File: src/rtl/serial_flow_pkg.sv
// Shared types and constants for the serial-flow transmitter and comparator.
// Latency: n/a (declarations only).
// Backpressure: n/a.
package serial_flow_pkg;

  // Transmitter FSM states.
  typedef enum logic [1:0] {
    ST_IDLE  = 2'd0,
    ST_SHIFT = 2'd1,
    ST_GAP   = 2'd2
  } state_e;

  localparam int DEFAULT_WIDTH = 8;
  localparam int DEFAULT_GAP   = 1;
  localparam int MAX_GAP       = 15;
  localparam int GAP_CNT_W     = 4;

  // Bit-counter width for a frame of 'width' bits, never narrower than 1.
  function automatic int cnt_width(input int width);
    return (width > 1) ? $clog2(width) : 1;
  endfunction

  // Comparator-side verdict on the two serial flows.
  typedef enum logic [1:0] {
    CMP_EQ = 2'd0,
    CMP_LT = 2'd1,
    CMP_GT = 2'd2
  } cmp_e;

endpackage

File: src/rtl/serial_flow_shreg.sv
// Load / shift-right register with serial output (bit 0).
// Latency: loaded word's bit 0 visible the cycle after load; one bit per shift.
// Backpressure: none; load wins over shift. Ports: clock, reset_n, load, shift, din, sout.
module serial_flow_shreg
  import serial_flow_pkg::*;
#(
  parameter int WIDTH = DEFAULT_WIDTH
) (
  input  logic             clock,
  input  logic             reset_n,
  input  logic             load,
  input  logic             shift,
  input  logic [WIDTH-1:0] din,
  output logic             sout
);

  logic [WIDTH-1:0] sh_q;
  logic [WIDTH-1:0] sh_d;

  always_comb begin
    sh_d = sh_q;
    if (load) begin
      sh_d = din;
    end else if (shift) begin
      sh_d = sh_q >> 1;
    end
  end

  always_ff @(posedge clock) begin
    if (!reset_n) begin
      sh_q <= '0;
    end else begin
      sh_q <= sh_d;
    end
  end

  assign sout = sh_q[0];

endmodule

File: src/rtl/serial_flow_tx.sv
// Parallel-to-serial transmitter: operand pairs out LSB-first on LINE1/LINE2 with frame/last strobes.
// Latency: bit 0 one cycle after handshake; frame period WIDTH (+GAP+1 idle when GAP > 0).
// Backpressure: in_ready in IDLE, and on the last bit slot when GAP == 0. Ports: clock, reset_n,
//   in_valid/in_ready/in_a/in_b, LINE1, LINE2, frame, last, busy.
module serial_flow_tx
  import serial_flow_pkg::*;
#(
  parameter int WIDTH = DEFAULT_WIDTH,
  parameter int GAP   = DEFAULT_GAP
) (
  input  logic             clock,
  input  logic             reset_n,
  input  logic             in_valid,
  output logic             in_ready,
  input  logic [WIDTH-1:0] in_a,
  input  logic [WIDTH-1:0] in_b,
  output logic             LINE1,
  output logic             LINE2,
  output logic             frame,
  output logic             last,
  output logic             busy
);

  localparam int                   CNT_W    = cnt_width(WIDTH);
  localparam logic [CNT_W-1:0]     CNT_LOAD = CNT_W'(WIDTH - 1);
  localparam logic [CNT_W-1:0]     CNT_ONE  = CNT_W'(1);
  localparam bit                   HAS_GAP  = (GAP > 0);
  localparam logic [GAP_CNT_W-1:0] GAP_LOAD = HAS_GAP ? GAP_CNT_W'(GAP - 1) : '0;
  localparam logic [GAP_CNT_W-1:0] GAP_ONE  = GAP_CNT_W'(1);

  state_e               state_q, state_d;
  logic [CNT_W-1:0]     cnt_q, cnt_d;
  logic [GAP_CNT_W-1:0] gap_q, gap_d;

  logic load;
  logic shift;
  logic accept;
  logic at_last;
  logic a_ser;
  logic b_ser;

  // Ready depends only on registered state, never on in_valid.
  assign at_last  = (state_q == ST_SHIFT) && (cnt_q == '0);
  assign in_ready = (state_q == ST_IDLE) || (at_last && !HAS_GAP);
  assign accept   = in_valid && in_ready;

  always_comb begin
    state_d = state_q;
    cnt_d   = cnt_q;
    gap_d   = gap_q;
    load    = 1'b0;
    shift   = 1'b0;
    case (state_q)
      ST_IDLE: begin
        if (accept) begin
          load    = 1'b1;
          cnt_d   = CNT_LOAD;
          state_d = ST_SHIFT;
        end
      end
      ST_SHIFT: begin
        shift = 1'b1;
        if (cnt_q == '0) begin
          if (HAS_GAP) begin
            gap_d   = GAP_LOAD;
            state_d = ST_GAP;
          end else if (accept) begin
            // Back-to-back frame: the load overrides the final shift.
            load    = 1'b1;
            cnt_d   = CNT_LOAD;
            state_d = ST_SHIFT;
          end else begin
            state_d = ST_IDLE;
          end
        end else begin
          cnt_d = cnt_q - CNT_ONE;
        end
      end
      ST_GAP: begin
        if (gap_q == '0) begin
          state_d = ST_IDLE;
        end else begin
          gap_d = gap_q - GAP_ONE;
        end
      end
      default: begin
        state_d = ST_IDLE;
      end
    endcase
  end

  always_ff @(posedge clock) begin
    if (!reset_n) begin
      state_q <= ST_IDLE;
      cnt_q   <= '0;
      gap_q   <= '0;
    end else begin
      state_q <= state_d;
      cnt_q   <= cnt_d;
      gap_q   <= gap_d;
    end
  end

  serial_flow_shreg #(.WIDTH(WIDTH)) u_shreg_a (
    .clock   (clock),
    .reset_n (reset_n),
    .load    (load),
    .shift   (shift),
    .din     (in_a),
    .sout    (a_ser)
  );

  serial_flow_shreg #(.WIDTH(WIDTH)) u_shreg_b (
    .clock   (clock),
    .reset_n (reset_n),
    .load    (load),
    .shift   (shift),
    .din     (in_b),
    .sout    (b_ser)
  );

  // Outputs are decoded from registered state and shift-register bits only.
  assign frame = (state_q == ST_SHIFT);
  assign last  = at_last;
  assign busy  = (state_q != ST_IDLE);
  assign LINE1 = frame & a_ser;
  assign LINE2 = frame & b_ser;

endmodule

File: config.mk
export PLATFORM = sky130hd
export DESIGN_NAME = serial_flow_tx
export DESIGN_NICKNAME = d
export VERILOG_FILES = /design/src/rtl/serial_flow_pkg.sv /design/src/rtl/serial_flow_shreg.sv /design/src/rtl/serial_flow_tx.sv
export SDC_FILE = /design/constraint.sdc
export NUM_CORES = 1
export LEC_CHECK = 0
export ABC_AREA = 1
export ABC_CLOCK_PERIOD_IN_PS = 3900
export CORE_MARGIN = 1.5
export CORE_UTILIZATION = 29
export CTS_BUF_LIST = sky130_fd_sc_hd__clkbuf_2 sky130_fd_sc_hd__clkbuf_4 sky130_fd_sc_hd__clkbuf_8
export CTS_CLUSTER_SIZE = 12
export DETAILED_ROUTE_END_ITERATION = 10
export PLACE_DENSITY_LB_ADDON = 0.15
export SLEW_MARGIN = 20
export SYNTH_ARGS = -nofsm -noshare
export SYNTH_HDL_FRONTEND = slang
export SYNTH_SLANG_ARGS = --single-unit
File: constraint.sdc
create_clock -name clock -period 3.9 [get_ports clock]
set_input_delay 0.585 -clock clock [delete_from_list [all_inputs] [get_ports clock]]
set_output_delay 0.585 -clock clock [all_outputs]
set_load 0.01 [all_outputs]
Word-level counts from Yosys, hierarchy flattened

Index checks and enable logic that the tools add are counted.

Register bits: 25
Bits of input ports: 19
Output and inout port bits: 6
Word-level logic and storage cells: 45

Add/subtract/negate cells: 2
Equal/unequal tests: 7
Muxes and demuxes: 17
Bitwise logic cells: 2
Reductions and logical operators: 12

Operator list:

| kind                                                               | count |
|---|---|
| 8-bit two-way mux                                                  | 4 |
| 3-bit AND reduction                                                | 3 |
| 4-bit two-way mux                                                  | 2 |
| 4-bit one-hot mux with 2 select lines                              | 1 |
| 2-bit nonzero test                                                 | 4 |
| 2-bit two-way mux                                                  | 3 |
| 3-bit two-way mux                                                  | 2 |
| 2-bit != test, second input constant                               | 3 |
| 2-bit one-hot mux with 3 select lines                              | 1 |
| 3-bit one-hot mux with 2 select lines                              | 1 |
| 4-bit zero test                                                    | 1 |
| 2-bit by 1-bit != test with 1-bit output, second input constant    | 2 |
| 4-bit by 1-bit subtractor with 4-bit output, second input constant | 1 |
| 3-bit zero test                                                    | 1 |
| 1-bit two-way mux                                                  | 3 |
| 3-bit by 1-bit subtractor with 3-bit output, second input constant | 1 |
| 1-bit bitwise AND                                                  | 2 |
| 2-bit by 1-bit == test with 1-bit output, second input constant    | 1 |
| 2-bit == test, second input constant                               | 1 |
| 1-bit logical AND                                                  | 2 |
| 2-bit zero test                                                    | 1 |

Logic depth before layout (Yosys ltp)

Gate-level depths: netlist (run 1).

Depth in word-level cells: 5
Depth in mapped cells: 8
Depth with buffers taken out: 8

Modules after synthesis

Synthesis (run 1) repeated with hierarchy kept, for this count alone.

Cells, all modules: 196
Area total of the unflattened synthesis: 1307.5 µm²

By module, submodules not included:

| module            | instances | cells each | area each (µm²) | seq. area each (µm²) |
|---|---|---|---|---|
| serial_flow_shreg | 2         | 63         | 406.6           | 160.2 |
| serial_flow_tx    | 1         | 70         | 494.2           | 180.2 |

Least setup slack after synthesis (run 1)

OpenSTA, ideal clock, no wires.

Kind: register to output
Start: register cnt_q[0]
End: output last
Arrival: 918 ps
Data required time: 3315 ps
Path slack: 2397 ps
Cell stages (with the launch flop): 6
Path buffers: 0
Cell sequence: dfxtp_1 inv_1 ha_1 ha_1 nand2_4 inv_1

Longest elaborated chain between the ends: 2

Ends and longest elaborated chain:

| what                     | RTL line             | RTL |
|---|---|---|
| start: declaration       | serial_flow_tx.sv:32 | `logic [CNT_W-1:0] cnt_q, cnt_d;` |
| start signal: assignment | serial_flow_tx.sv:99 | `cnt_q <= cnt_d;` |
| 3-bit zero test          | serial_flow_tx.sv:43 | `assign at_last = (state_q == ST_SHIFT) && (cnt_q == '0);` |
| 1-bit logical AND        | serial_flow_tx.sv:43 |  |
| end: declaration         | serial_flow_tx.sv:20 | `output logic last,` |

Every way passes these cells.

Final worst setup path (run 1)

Start: register state_q[0]
End: output last

Longest elaborated chain between the ends: 2

Ends and longest elaborated chain:

| what                                     | RTL line             | RTL |
|---|---|---|
| start: declaration                       | serial_flow_tx.sv:31 | `state_e state_q, state_d;` |
| start signal: assignment                 | serial_flow_tx.sv:98 | `state_q <= state_d;` |
| 2-bit by 1-bit == test with 1-bit output | serial_flow_tx.sv:43 |  |
| 1-bit logical AND                        | serial_flow_tx.sv:43 |  |

Every way passes these cells.

==> results by group, run 1 <==
Critical path
  • Cell depth of the worst setup path: 5
  • Critical-path cell list: nand2_2 > clkinv_4 > nand2_4 > inv_1 > clkdlybuf4s50_1
  • CP max stage delay: 520 ps
  • Flop-to-flop setup slack: 2430 ps
  • Critical Path Sink Type: output port
  • Worst EP arrival: 1720 ps
  • Crit-path max FO: 19
  • Bufs and invs on worst path: 3
  • Worst-path cell with the longest stage delay: clkdlybuf4s50_1
  • Reg2Reg Depth: 7
  • Critical path type: reg -> out
  • Critical Path Start Type: flip-flop
  • Crit path max-delay family: buffers and inverters
  • Worst EP required: 3310 ps

CTS
  • Post-CTS resize count: 0
  • CTS Buf Count: 3
  • Clock latency on the worst-skew pair: 270 ps
  • Clock tree buffer depth: 2
  • Postcts setup bufs: 0
  • CTS clock-pin slew for the worst setup and hold paths: 80 ps
  • Sink Count: 25
  • CTS tree: yes
  • # hold bufs at CTS: 0
  • Clk root buf: clkbuf_8
  • Htree depth: 1

Floorplan
  • Die width: 65.59 microns
  • Die Area: 4302 sq um
  • Standard-cell rows: 22
  • Die height: 65.59 microns
  • Initial Utilization: 0.3057
  • Core outline area: 3716 sq um
  • IO Pins: 25

Logic synthesis
  • Seq/Total Area, Yosys: 0.4405
  • Post-Syn Area: 1136 sq um
  • Largest area contributor in the netlist: dfxtp_1
  • Synth async-reset ratio: 0
  • Yosys warning total: 0
  • EDFF count, synth: 0
  • Synth Flop Type: dfxtp_1
  • Syn Inst Count: 159
  • Largest cells by area after synthesis: dfxtp_1 (44%), nand2_1 (20%), a31oi_1 (7.7%)
  • Syn Area/Cell: 7.145 sq um
  • Synth Register Bits: 25
  • Most frequent cell after synthesis: nand2_1
  • Synthesized net count: 181
  • Post-synth top area share: 0.4405
  • Netlist cell types: 20
  • Commonest cells in the netlist: nand2_1 (61), dfxtp_1 (25), inv_1 (16)

Final layout
  • Layout area overhead: 27.64%
  • Fillers: 426
  • Register area: 500.5 sq um
  • Fraction of layout cells with a size suffix above 1: 0.06044
  • Final core area utilization: 0.3902
  • Area used by multi-input combinational logic: 528.0 sq um
  • N_diodes: 0
  • Final net count: 205

STA
  • Worst Tran Pin Value: 706.8 ps
  • Unrepaired setup endpoints after global routing: false
  • Final Hold Fails: 0
  • Final min period: 2303 ps
  • Fin. max-slew vios: 0
  • Setup violations, final: 0
  • Slew Limit Headroom: 0.5283
  • Setup tns final: 0 ps
  • Clk_skew: 0.6804 ps
  • Max Freq: 0.4343 GHz
  • Final period util: 0.5904

Power
  • Cell Pwr Density: 402.5 nW/um^2
  • Maximum vdd drop: 0.0001621 V
  • Leak: 0.5772 nW

Routing
  • Total wire length: 2382 microns
  • DRC violations left: 0
  • Initial DRC Count: 19
  • Via count: 1060
  • Vias per inst: 4.609
  • DR pass1 iterations: 4
  • DR WL/cell: 10.36 microns
  • Final ANT Viol Nets: 0

Global routing
  • Gr ovfl total: 0
  • Pin count of the biggest net entering global routing: 24
  • Vias in the first global route: 954
  • First-pass GRT wire length: 4002 microns
  • GRT Resource Usage Total: 0.1203
  • Initial antenna violation count: 0

Placed design
  • Routability cong.: 0.6816
  • DP HPWL: 1689 microns
  • PortBufs: 24

Status
  • Outcome: finished clean

Run
  • Max-cap violations: 0

Min path
  • Hold path cells: 2
  • HP Class: reg -> reg
## area by class of cell
type | instances | area share
repair buffers | 24 | 0.1657
multi-input cells | 111 | 0.3641
flip-flops and latches | 25 | 0.3451
clock buffers | 4 | 0.03365
inverters | 18 | 0.05004
well taps | 48 | 0.04142
## layout by cell type (no fill, tap or decap)
cell type        Yosys  routed
a21oi_1              9       9
a31oi_1             14      14
clkbuf_4             0       1
clkbuf_8             0       3
clkdlybuf4s50_1      0      24
clkinv_4             1       1
dfxtp_1             25      25
ha_1                 3       3
inv_1               16      16
inv_2                1       1
nand2_1             61      61
nand2_2              2       2
nand2_4              1       1
nand3_1              4       4
nor2_1              10      10
nor2_2               1       1
nor3_1               2       2
o21ai_0              2       2
o21ai_1              1       1
o21ai_4              1       1
## kinds of logic after synthesis
group	after synthesis	synth area share
AOI/OAI and AO/OA	27	0.1443
and+or+nand+nor	81	0.2875
buffers and inverters	23	0.09471
DFF	25	0.4405
adders and majority gates	3	0.03304
## final timing paths
check | startpoint | to
worst min register to register | cnt_q[2] | cnt_q[2]
worst max register to register | cnt_q[0] | cnt_q[1]
worst min-delay path | cnt_q[2] | cnt_q[2]
worst max-delay path | state_q[0] | last
## routing by layer
metal,up-vias,wire [microns],GRT usage
li1,553,-,-
met1,487,1065,0.1419
met2,16,1188,0.2105
met3,4,95,0.02226
met4,0,32,0.05469
met5,-,0,0
## worst reg2reg max path: stages (launching register included)
cell and delay [ps]:
dfxtp_1 330, inv_1 50, ha_1 200, ha_1 240, o21ai_1 280, inv_1 110
nand2_1 70, a21oi_1 50
## power by group
group | internal, W | switching (W)
sequential | 0.000278 | 0.0000136
combinational | 0.0000581 | 0.0000721
clock | 0.0000801 | 0.0000817
## sequential cells by signal (all words and copies together) (netlist names)
register / flops
gap_q: 4
u_shreg_a.sh_q: 8
cnt_q: 3
state_q: 2
u_shreg_b.sh_q: 8
## stage by stage
stage                     hold WS [ps]  setup WS (ps)  cell area [sq um]  power (W)  std cells
after floorplan                  439.5           2397               1136  0.0003842        159
after global placement           451.7           1914               1401  0.0004273        226
after detailed placement         453.3           1879               1401  0.0004297        226
after CTS                        466.9           1568               1450  0.0005937        230
after global routing             497.3           1494               1450  0.0006184        230
final                            463.3           1597               1450  0.0005836        230
Note: power is estimated with default switching activity, not from simulation.
==> inputs of run 2 (changes only) <==
--- a/config.mk
+++ b/config.mk
@@ -6,7 +6,7 @@
 export NUM_CORES = 1
 export LEC_CHECK = 0
 export ABC_AREA = 1
-export ABC_CLOCK_PERIOD_IN_PS = 3900
+export ABC_CLOCK_PERIOD_IN_PS = 2300
 export CORE_MARGIN = 1.5
 export CORE_UTILIZATION = 29
 export CTS_BUF_LIST = sky130_fd_sc_hd__clkbuf_2 sky130_fd_sc_hd__clkbuf_4 sky130_fd_sc_hd__clkbuf_8
==> constraint.sdc (replaced) <==
create_clock -name clock -period 2.3 [get_ports clock]
set_input_delay 0.345 -clock clock [delete_from_list [all_inputs] [get_ports clock]]
set_output_delay 0.345 -clock clock [all_outputs]
set_load 0.01 [all_outputs]
==> run 2 against run 1 <==
  * Power is 69% higher
  * Clock skew increased by 4.7 ps
  * Critical endpoint unchanged
  * Sequential share of layout area down 0.18 points
  * Sequential power increased by 69%
  * Highest routed layer unchanged
  * Final area increased by 0.52%
  * Largest power group unchanged
  * Cell count increased by 0.43%
==> results by group, run 2 (synthesis results as in run 1) <==
STA
  • Clk_skew: 5.391 ps
  • Final Hold Fails: 0
  • Fin. max-slew vios: 0
  • Final min period: 2066 ps
  • Setup violations, final: 0
  • Unrepaired setup endpoints after global routing: false
  • Setup tns final: 0 ps
  • Worst hold margin: 461.5 ps
  • Slew Limit Headroom: 0.7094
  • Max Freq: 0.4841 GHz
  • Final period util: 0.8982
  • Final critical-path setup slack: 234.2 ps
  • Worst Tran Pin Value: 434.3 ps

Min path
  • HP Class: reg -> reg
  • Hold Crit Start: cnt_q[2]
  • Hold path cells: 2
  • Endpoint of the worst hold path: cnt_q[2]

Floorplan
  • Die width: 65.59 microns
  • Standard-cell rows: 22
  • Die Area: 4302 sq um
  • Core outline area: 3716 sq um
  • Initial Utilization: 0.3057
  • Die height: 65.59 microns
  • IO Pins: 25

Routing
  • Total wire length: 2438 microns
  • Vias per inst: 4.481
  • Initial DRC Count: 43
  • Via count: 1035
  • DR WL/cell: 10.55 microns
  • DR pass1 iterations: 4
  • DRC violations left: 0
  • Final ANT Viol Nets: 0

Final layout
  • Fraction of layout cells with a size suffix above 1: 0.06557
  • Layout area overhead: 28.30%
  • Most frequent cells in the layout: nand2_1 (61), dfxtp_1 (25), clkdlybuf4s50_1 (24)
  • N_diodes: 0
  • Area used by multi-input combinational logic: 528.0 sq um
  • Largest registers: u_shreg_a.sh_q x8, u_shreg_b.sh_q x8, gap_q x4
  • Final core area utilization: 0.3923
  • Cell area after layout: 1458 sq um
  • Commonest non-fill, non-tap cell in the layout: nand2_1
  • Fillers: 425
  • Final net count: 206
  • Register area: 500.5 sq um

Status
  • Outcome: finished clean

CTS
  • Postcts setup bufs: 0
  • Post-CTS resize count: 0
  • CTS Buf Count: 3
  • Clock tree buffer depth: 2
  • CTS tree: yes
  • # hold bufs at CTS: 0
  • Htree depth: 1
  • CTS clock-pin slew for the worst setup and hold paths: 90 ps
  • Sink Count: 25
  • Clock latency on the worst-skew pair: 270 ps
  • Clk root buf: clkbuf_8

Power
  • Switch Pwr: 0.0002911 W
  • Leak: 0.5776 nW
  • Cell Pwr Density: 675.6 nW/um^2
  • Pint: 0.0006936 W
  • Comb power frac: 0.227
  • Maximum vdd drop: 0.0002139 V
  • Reg power frac: 0.502
  • Clock power frac: 0.271
  • Sw Share: 0.2956

Critical path
  • RR Endpoint: cnt_q[1]
  • Critical path type: reg -> out
  • Reg2Reg Launch Point: cnt_q[0]
  • Worst EP arrival: 1720 ps
  • Flop-to-flop setup slack: 870 ps
  • Worst EP required: 1960 ps
  • Critical Path Sink Type: output port
  • Crit-path max FO: 19
  • Reg2Reg Depth: 7
  • Critical Path Start Type: flip-flop

Placed design
  • PortBufs: 24
  • Routability cong.: 0.6769
  • Place WS: 523.4 ps
  • Placement Cell Area: 1409 sq um
  • DP HPWL: 1763 microns

Global routing
  • Pin count of the biggest net entering global routing: 20
  • Vias in the first global route: 964
  • Initial antenna violation count: 0
  • Gr ovfl total: 0
  • GRT Resource Usage Total: 0.1256
  • First-pass GRT wire length: 4181 microns

Run
  • Max-cap violations: 0
## run 2: cell types whose count changed in the layout (fill, tap and decap cells not counted), sizes merged
| cell | change |
|---|---|
| buf | +1 |
| clkbuf | -1 |
| clkinvlp | +1 |
## run 2: cell type report
cell class / count / area share
Multi-Input combinational cell: 111 / 0.3622
Sequential cell: 25 / 0.3433
Timing Repair Buffer: 25 / 0.1700
Inverter: 18 / 0.04979
Tap cell: 48 / 0.04120
Clock buffer: 3 / 0.02833
Clock inverter: 1 / 0.005150
## run 2: layer usage
layer / up-vias / share of wire / global-route usage
met2: 14 / 0.47 / 0.2105
li1: 552 / - / -
met1: 465 / 0.49 / 0.1554
met3: 4 / 0.024 / 0.02568
met4: 0 / 0.013 / 0.05469
met5: - / 0 / 0
## run 2: worst max-delay path by stage
stage                           from        to  slack, ps  cells after the start
final                     state_q[0]      last        230                      5
after floorplan             cnt_q[0]  cnt_q[1]       1010                      7
after detailed placement  state_q[0]      last        520                      5
after global routing      state_q[1]      last        130                      6
after CTS                 state_q[0]      last        210                      5
after global placement    state_q[0]      last        560                      5
## run 2: per-stage QoR
| step | instances | total power (W) |
|---|---|---|
| after floorplan | 159 | 0.0006515 |
| after global placement | 227 | 0.0007264 |
| after detailed placement | 227 | 0.0007308 |
| after CTS | 231 | 0.001000 |
| after global routing | 231 | 0.001056 |
| final | 231 | 0.0009847 |
## run 2: worst max-delay path, cell delays in order, from the launching register on
cell             delay (ps)
dfxtp_1                 480
nand2_2                 140
clkinv_4                160
nand2_4                  90
inv_1                    60
clkdlybuf4s50_1         520
## run 2: power groups by stage
stage | Combinational, W | Clock (W) | Sequential [W]
4_1_cts | 0.000227 | 0.000279 | 0.000494
3_5_place_dp | 0.000227 | 0 | 0.000504
3_3_place_gp | 0.000223 | 0 | 0.000504
6_report | 0.000223 | 0.000267 | 0.000494
2_1_floorplan | 0.000152 | 0 | 0.000500
5_1_grt | 0.000252 | 0.000303 | 0.000501
==> inputs of run 3 (changes only) <==
--- a/config.mk
+++ b/config.mk
@@ -6,7 +6,7 @@
 export NUM_CORES = 1
 export LEC_CHECK = 0
 export ABC_AREA = 1
-export ABC_CLOCK_PERIOD_IN_PS = 2300
+export ABC_CLOCK_PERIOD_IN_PS = 1890
 export CORE_MARGIN = 1.5
 export CORE_UTILIZATION = 29
 export CTS_BUF_LIST = sky130_fd_sc_hd__clkbuf_2 sky130_fd_sc_hd__clkbuf_4 sky130_fd_sc_hd__clkbuf_8
==> constraint.sdc (replaced) <==
create_clock -name clock -period 1.89 [get_ports clock]
set_input_delay 0.2835 -clock clock [delete_from_list [all_inputs] [get_ports clock]]
set_output_delay 0.2835 -clock clock [all_outputs]
set_load 0.01 [all_outputs]
==> run 3 against run 2 <==
  * Flip-flop and latch count is the same
  * Via count grew 3.9%
  * Routed wire length grew 1.3%
  * Worst setup slack lost 130 ps
  * Power grew 23%
  * Core utilization grew 0.20 points
  * Largest cell class unchanged
==> results by group, run 3 (synthesis results as in run 1) <==
Final layout
  • Layout area overhead: 28.97%
  • Commonest non-fill, non-tap cell in the layout: nand2_1
  • Largest registers: u_shreg_a.sh_q x8, u_shreg_b.sh_q x8, gap_q x4
  • Fillers: 421
  • Most frequent cells in the layout: nand2_1 (61), dfxtp_1 (24), clkdlybuf4s50_1 (23)
  • N_diodes: 0
  • Fraction of layout cells with a size suffix above 1: 0.08152
  • Final net count: 207

CTS
  • Sink Count: 25
  • Clk root buf: clkbuf_8
  • CTS Buf Count: 3
  • Htree depth: 1
  • CTS clock-pin slew for the worst setup and hold paths: 90 ps
  • CTS tree: yes
  • Clock latency on the worst-skew pair: 270 ps
  • Clock tree buffer depth: 2
  • Postcts setup bufs: 0

Global routing
  • GRT Resource Usage Total: 0.1267
  • Pin count of the biggest net entering global routing: 18
  • Gr busiest metal: met2
  • Vias in the first global route: 974
  • Initial antenna violation count: 0
  • Met1 Resource Use GR: 0.1550
  • Met3 usage: 0.04281
  • Gr ovfl total: 0
  • First-pass GRT wire length: 4209 microns
  • Met2 Track Usage GR: 0.2130

STA
  • Final min period: 1783 ps
  • Max Freq: 0.5608 GHz
  • Fin. max-slew vios: 0
  • Final period util: 0.9435
  • Final critical-path setup slack: 106.8 ps
  • Setup violations, final: 0
  • Unrepaired setup endpoints after global routing: false
  • Setup tns final: 0 ps
  • Clk_skew: 0.5501 ps
  • Slew Limit Headroom: 0.7144
  • Worst Tran Pin Value: 426.7 ps
  • Final Hold Fails: 0

Critical path
  • Worst EP required: 1610 ps
  • Critical path type: reg -> out
  • Crit-path max FO: 4
  • Critical Path Sink Type: output port
  • Worst EP arrival: 1500 ps
  • Critical Path Start Type: flip-flop

Power
  • Cell Pwr Density: 826.4 nW/um^2
  • Leak: 0.5920 nW
  • Maximum vdd drop: 0.0004408 V

Routing
  • Initial DRC Count: 65
  • DRC violations left: 0
  • Total wire length: 2470 microns
  • DR WL/cell: 10.65 microns
  • Vias per inst: 4.634
  • Via count: 1075
  • Final ANT Viol Nets: 0
  • DR pass1 iterations: 4

Floorplan
  • Standard-cell rows: 22
  • Die Area: 4302 sq um
  • Core outline area: 3716 sq um
  • IO Pins: 25
  • Die height: 65.59 microns
  • Initial Utilization: 0.3057
  • Die width: 65.59 microns

Placed design
  • Routability cong.: 0.7315
  • Place WS: 206.0 ps
  • DP HPWL: 1754 microns
  • PortBufs: 24

Run
  • Max-cap violations: 0

Status
  • Outcome: finished clean

Min path
  • HP Class: reg -> reg
[run 3: changes by cell type in the layout (fill, tap and decap cells not counted), sizes merged]
cell           change
buf                +1
clkbuf             +1
clkdlybuf4s50      -1
clkinvlp           -1
dlygate4sd2        +1
[run 3: area by class of cell]
type                    count  area, sq um  area share
multi-input cells         111        528.0      0.3604
flip-flops and latches     25        501.7      0.3424
repair buffers             26        254.0      0.1734
inverters                  18        72.57     0.04953
well taps                  48        60.06     0.04099
clock buffers               4        48.80     0.03330
[run 3: repair_timing]
item | in CTS | in global routing
hold buffers | 0 | 0
gates resized for setup | 2 | 1
hold endpoints to repair | 0 | 0
setup endpoints to repair | 2 | 3
cloned | 0 | 0
[run 3: worst paths after layout]
kind                                 end       start  slack, ps  cells past startpoint
worst min-delay path            cnt_q[2]    cnt_q[2]        470                      2
worst max register to register  cnt_q[1]    cnt_q[0]        450                      7
worst min register to register  cnt_q[2]    cnt_q[2]        470                      2
worst max-delay path               LINE1  state_q[1]        110                      4
[run 3: per-layer routing]
metal,wire [microns],vias up
li1,-,554
met5,0,-
met1,1192,498
met3,111,2
met2,1142,21
met4,23,0
[run 3: power breakdown]
group | leakage, nW | total (W) | switching [W] | internal (W)
clock | 0.0262 | 0.000335 | 0.000170 | 0.000165
sequential | 0.206 | 0.000603 | 0.0000285 | 0.000574
combinational | 0.360 | 0.000273 | 0.000151 | 0.000122
total | 0.592 | 0.00121 | 0.000349 | 0.000862
[run 3: through the flow]
step                 power, W  area [sq um]  hold slack, ps    util  std cells
CTS                  0.001227          1465           469.1  0.3943        232
global route         0.001294          1465           500.1  0.3943        232
global placement    0.0008879          1416           451.9  0.3811        228
floorplan           0.0007928          1136           426.2       -        159
finish               0.001211          1465           466.0  0.3943        232
detailed placement  0.0008918          1416           455.3  0.3811        228
[run 3: worst max-delay path, stage by stage, from the launching register on]
cell             delay [ps]
dfxtp_1                 330
inv_2                   100
nand2_2                 100
nor2_1                  140
clkdlybuf4s50_1         550
